## src/rtl/async_fifo_wr_packer.sv

```systemverilog
// Write-side packer for an async FIFO: gathers G_IN_WIDTH-bit beats into
// G_WIDTH-bit words (first beat in the LSBs) and issues FIFO writes.
module async_fifo_wr_packer #(
  parameter int G_WIDTH    = 8,
  parameter int G_IN_WIDTH = 2
) (
  input  logic                  i_clk_w,
  input  logic                  i_arstN_w,
  input  logic                  i_valid,
  output logic                  o_ready,
  input  logic [G_IN_WIDTH-1:0] i_data,
  input  logic                  i_last,
  input  logic                  i_fifo_full,
  output logic                  o_wren,
  output logic [G_WIDTH-1:0]    o_data_w,
  output logic                  o_partial,
  output logic [15:0]           o_word_cnt
);

  localparam int R  = G_WIDTH / G_IN_WIDTH;
  localparam int CW = (R > 2) ? $clog2(R) : 1;
  localparam logic [CW-1:0] C_LAST = CW'(R - 1);

  generate
    if ((G_WIDTH % G_IN_WIDTH) != 0 || R < 2) begin : g_bad_ratio
      $error("async_fifo_wr_packer: G_WIDTH/G_IN_WIDTH must be an integer >= 2");
    end
  endgenerate

  typedef enum logic {
    EMPTY = 1'b0,
    PEND  = 1'b1
  } state_t;

  state_t              r_state;
  logic [G_WIDTH-1:0]  r_acc;
  logic [CW-1:0]       r_cnt;
  logic [G_WIDTH-1:0]  r_out_data;
  logic [15:0]         r_word_cnt;

  logic                w_out_valid;
  logic                w_wren;
  logic                w_ready;
  logic                w_accept;
  logic                w_complete;
  logic [G_WIDTH-1:0]  w_merged;

  assign w_out_valid = (r_state == PEND);
  assign w_wren      = w_out_valid && !i_fifo_full;
  assign w_ready     = !w_out_valid || !i_fifo_full;
  assign w_accept    = i_valid && w_ready;
  assign w_complete  = w_accept && ((r_cnt == C_LAST) || i_last);

  // Slots above the current one are always zero in the accumulator, so the
  // merged word already has unfilled slots cleared when a frame ends early.
  genvar gi;
  generate
    for (gi = 0; gi < R; gi++) begin : g_slot
      assign w_merged[gi*G_IN_WIDTH +: G_IN_WIDTH] =
        (r_cnt == CW'(gi)) ? i_data : r_acc[gi*G_IN_WIDTH +: G_IN_WIDTH];
    end
  endgenerate

  always_ff @(posedge i_clk_w or negedge i_arstN_w) begin
    if (!i_arstN_w) begin
      r_state    <= EMPTY;
      r_acc      <= '0;
      r_cnt      <= '0;
      r_out_data <= '0;
      r_word_cnt <= '0;
    end else begin
      if (w_accept) begin
        if (w_complete) begin
          r_out_data <= w_merged;
          r_acc      <= '0;
          r_cnt      <= '0;
        end else begin
          r_acc      <= w_merged;
          r_cnt      <= r_cnt + 1'b1;
        end
      end

      // A word completing while the previous one drains keeps the slot full.
      case (r_state)
        EMPTY:   if (w_complete) r_state <= PEND;
        PEND:    if (w_wren && !w_complete) r_state <= EMPTY;
        default: r_state <= EMPTY;
      endcase

      if (w_wren) r_word_cnt <= r_word_cnt + 16'd1;
    end
  end

  assign o_ready    = w_ready;
  assign o_wren     = w_wren;
  assign o_data_w   = r_out_data;
  assign o_partial  = (r_cnt != '0);
  assign o_word_cnt = r_word_cnt;

endmodule

```

## config.mk

```make
export PLATFORM = sky130hd
export DESIGN_NAME = async_fifo_wr_packer
export DESIGN_NICKNAME = d
export VERILOG_FILES = /design/src/rtl/async_fifo_wr_packer.sv
export SDC_FILE = /design/constraint.sdc
export NUM_CORES = 1
export LEC_CHECK = 0
export ABC_CLOCK_PERIOD_IN_PS = 2600
export CAP_MARGIN = 20
export CORE_MARGIN = 10
export CORE_UTILIZATION = 30
export CTS_BUF_LIST = sky130_fd_sc_hd__clkbuf_16
export DETAILED_ROUTE_END_ITERATION = 10
export GPL_ROUTABILITY_DRIVEN = 0
export PLACE_DENSITY = 0.58
export SLEW_MARGIN = 20
export SYNTH_ARGS = -nofsm -noshare
export SYNTH_HDL_FRONTEND = slang
export SYNTH_SLANG_ARGS = --single-unit
```

## constraint.sdc

```tcl
create_clock -name i_clk_w -period 2.6 [get_ports i_clk_w]
set_clock_uncertainty 0.15 [all_clocks]
set_input_delay 0.39 -clock i_clk_w [delete_from_list [all_inputs] [get_ports i_clk_w]]
set_output_delay 0.39 -clock i_clk_w [all_outputs]
set_load 0.05 [all_outputs]
```

; After elaboration in Yosys (flattened, before gate mapping)
; Cells that the tools add are included.
[classes]
mul = 0
n_div = 0
n_eq_ne = 3
reduce_logical = 12
shift = 0
n_bitwise = 1
muxes = 9
add_sub_neg = 2
magnitude_cmp = 0
[ops]
columns = op, count
row1 = $add A16 B1 Y16 const B, 1
row2 = $mux W2, 5
row3 = $mux W8, 1
row4 = $eq A2 B2 Y1 const B, 2
row5 = $logic_and A1 B1 Y1, 4
row6 = $logic_not A1 Y1, 3
row7 = $add A2 B1 Y2 const B, 1
row8 = $eq A2 B1 Y1 const B, 1
row9 = $logic_not A2 Y1, 1
row10 = $logic_or A1 B1 Y1, 2
row11 = $mux W1, 2
row12 = $pmux W1 S2, 1
row13 = $reduce_and A2 Y1, 1
row14 = $reduce_bool A2 Y1, 1
row15 = $not A1 Y1, 1
[word_totals]
out_inout_bits = 27
ram_bits = 0
memories = 0
elab_cells = 32
mem_bits_ro = 0
regBits = 35
in_bits = 7
latchBits = 0

; Longest topological paths before layout
; Gate-level depths: netlist (run 1).
[logic_depth]
ltp_word = 8
ltp_mapped = 6
depth_no_buf = 5

; Worst setup path before layout (run 1)
; No wires, ideal clock.
[synth_timing]
path_kind = register -> register
start = reg r_word_cnt[3], in the netlist o_word_cnt[3]
end = reg r_word_cnt[11], in the netlist o_word_cnt[11]
t_required_ps = 2309
setup_time_ps = 141
stages_incl_launch_ff = 6
slack_ps = 770
t_arrival_ps = 1539
path_cell_list = dfrtp_1 > and3_1 > clkbuf_1 > and2_1 > nand4_1 > xnor2_1
[synth_via]
elab_chain_cells = 1
[synth_rtl]
columns = element, line
row1 = from (decl), 39  ; logic [15:0] r_word_cnt;
row2 = from (signal assigned), 90  ; if (w_wren) r_word_cnt <= r_word_cnt + 16'd1;
row3 = $add A16 B1 Y16, 90
; No other way between the ends.
; A chain may end at the register's enable or synchronous reset.

; Worst setup path after layout (run 1)
[layout_timing]
start = reg r_cnt[0]
end = out o_partial
[layout_via]
elab_chain_cells = 1
[layout_rtl]
columns = element, line
row1 = from (decl), 37  ; logic [CW-1:0] r_cnt;
row2 = from (signal assigned), 79  ; r_cnt <= r_cnt + 1'b1;
row3 = $reduce_bool A2 Y1, 97  ; assign o_partial = (r_cnt != '0);
row4 = to (decl), 16  ; output logic o_partial,
; No other way between the ends.

==> results by group, run 1 <==
Clocking
  • Clk pin slew, worst setup/hold paths: 0.05 ns
  • CTS Root Cell: clkbuf_16
  • # Post-CTS Setup Buffers: 0
  • Post_cts resized: 0
  • Worst-Skew Late Latency: 0.27 ns
  • CTS max path bufs: 2
  • Cts bufs inserted: 5
  • Clk sink count: 35
  • Post-cts hold buffer count: 0
  • H-Tree Depth: 2
  • CTS tree: done

Floorplanning
  • Io pins: 34
  • Initial core utilization: 30.6%
  • CORE AREA: 5040 µm²
  • Chip height: 91.7 µm
  • Row Count: 26
  • Die Area: 8410 µm²
  • Die Wd: 91.7 µm

Detailed routing
  • DR iter-0 viols: 63
  • # DRC: 0
  • WL final: 3410 µm
  • Antenna Nets Post-Route: 0
  • Via density per instance: 4.62
  • Routed vias: 1,096
  • WL/cell: 14.4 µm
  • Pre-antenna DRT Iters: 4

Yosys
  • Yosys warns: 0
  • Syn avg cell area: 11.7 µm²
  • Yosys cell types: 22
  • Sequential area share after synthesis: 56.8%
  • Yosys reg bits: 35
  • Gate Count Post-Synth: 132
  • Synth Net Count: 144
  • Mapped Area: 1540 µm²

Setup path
  • Worst path most repeated cell: inv_1
  • CP required: 2.06 ns
  • Crit-path slowest cell: clkdlybuf4s50_1
  • Crit path capture type: output pin
  • Startpoint types: flip-flop
  • CP arrival: 1.91 ns
  • Worst-path maximum fanout: 6
  • CP bufs+invs: 3
  • CP Class: flip-flop to output pin
  • Cell Chain, Critical Path: inv_1, ha_1, inv_1, clkdlybuf4s50_1
  • Crit path max-delay family: buffers and inverters
  • Max stage delay on crit path: 0.80 ns

STA
  • Final Setup Violations: 0
  • Final setup margin: 0.146 ns
  • Crit share post-route: 94.4%
  • RSZ-0062 raised after global routing: no
  • Least-Margin Pin Slew: 0.516 ns
  • Slew Limit Fails: 0
  • Hold_ws: 0.321 ns
  • Fin. Hold Viols: 0
  • Final TNS setup: 0 ns
  • Slew margin rel.: 65.5%
  • Fmax: 0.407 GHz
  • Crit path time final: 2.45 ns

Global routing
  • Total grt overflow: 0
  • Initial antenna violation count: 0
  • First-pass GRT wire length: 5910 µm
  • Overall Global Routing Usage: 8.51%
  • Largest net degree at the start of global routing: 36
  • Vias in the first global route: 1,201

Pwr
  • PwrDens: 903 nW/µm²
  • Lkg Pwr: 0.000909 µW
  • Peak VDD IR: 0.389 mV

Cells and area
  • ANT cells: 0
  • Register area: 876 µm²
  • Most frequent cells in the layout: dfrtp_1, clkdlybuf4s50_1, nand2_1
  • Fillers: 487
  • Post-layout nets: 180
  • Layout cells sized above 1: 7.78%
  • Final core utilization: 41.3%
  • Area Overhead vs Synth: 35.0%
  • Fin area: 2080 µm²
  • Commonest non-fill, non-tap cell in the layout: dfrtp_1
  • Area of the multi-input gates: 624 µm²

Placement
  • DP Area: 1950 µm²
  • DP Wirelength: 2570 µm
  • Port buffer count: 33
  • Setup WS pre-CTS: 0.443 ns

Min path
  • Hold Crit Class: flip-flop to flip-flop

Job
  • Max_cap viols: 0

Status
  • Outcome: complete, no violations
==> routing by layer <==
layer / global-route usage (%) / vias to the layer above / wire [µm]
li1: - / 525 / -
met1: 9.79 / 538 / 1490
met2: 14.0 / 26 / 1680
met3: 3.02 / 7 / 187
met4: 3.52 / 0 / 49
met5: 0 / - / 0
==> per-stage QoR <==
step	std cells	power (µW)
after detailed placement	231	1360
after global placement	231	1340
after floorplan	132	1130
after global routing	237	1970
final	237	1880
after CTS	237	1900
==> flip-flops by register name, summed over array words and instances, names as in the netlist <==
name	count
o_data_w	8
o_word_cnt	16
r_acc	8
r_cnt	2
r_state	1
==> power by group <==
| part | switching (µW) | internal, µW | total, µW |
|---|---|---|---|
| registers | 74.5 | 635 | 709 |
| logic | 408 | 224 | 632 |
| clock network | 197 | 340 | 536 |
| total | 679 | 1200 | 1880 |
==> area by class of cell <==
class	count	area share (%)
clock buffers	5	6.01
clock inverters	1	0.180
inverters	3	0.541
multi-input cells	88	30.0
flip-flops and latches	35	42.1
well taps	70	4.21
repair buffers	35	17.0
==> worst paths after layout <==
kind	to	cells past startpoint	from	slack, ns
max in group asynchronous	o_data_w[6]	2	i_arstN_w	1.60
min reg2reg	o_word_cnt[15]	1	o_word_cnt[15]	0.32
max reg2reg	o_data_w[1]	4	r_cnt[0]	0.69
min in group asynchronous	o_word_cnt[8]	2	i_arstN_w	0.38
max	o_partial	4	r_cnt[0]	0.15
min	o_word_cnt[15]	1	o_word_cnt[15]	0.32
==> cell usage after synthesis (all sizes together) <==
cell type	instances	area share (%)
mux2i	8	5.2
mux2	2	1.5
xnor2	13	7.4
and3	5	2.0
a32o	6	3.9
buf	4	1.5
xor2	2	1.1
clkbuf	2	0.49
o21ai	12	3.9
inv	3	0.73
nor2b	1	0.41
and2	3	1.2
ha	5	4.1
a21boi	1	0.73
dfrtp	35	57
nand4	6	2.4
nand2	16	3.9
nand3	4	1.3
or2	1	0.41
nor2	2	0.49
and4	1	0.57
==> worst reg2reg max path, delay by kind of cell (launching register included) <==
family          cells  cell delay, ns
fa+ha+maj           1            0.27
flops               1            0.40
simple gates        2            0.77
compound gates      1            0.18
==> cell families after synthesis <==
| logic type | share of synthesized area, % |
|---|---|
| buf+inv | 2.68 |
| mux | 6.66 |
| compound gates | 8.52 |
| xor+xnor | 8.52 |
| simple gates | 12.7 |
| fa+ha+maj | 4.06 |
| flops | 56.8 |
Power figures use the tool's default switching activity.
==> inputs of run 2 (changes only) <==
--- a/config.mk
+++ b/config.mk
@@ -12,6 +12,7 @@
 export CTS_BUF_LIST = sky130_fd_sc_hd__clkbuf_16
 export DETAILED_ROUTE_END_ITERATION = 10
 export GPL_ROUTABILITY_DRIVEN = 0
+export HOLD_SLACK_MARGIN = 0.06
 export PLACE_DENSITY = 0.58
 export SLEW_MARGIN = 20
 export SYNTH_ARGS = -nofsm -noshare
==> results of run 2 <==
The final DEF is identical to that of run 1; final timing and power are the same.
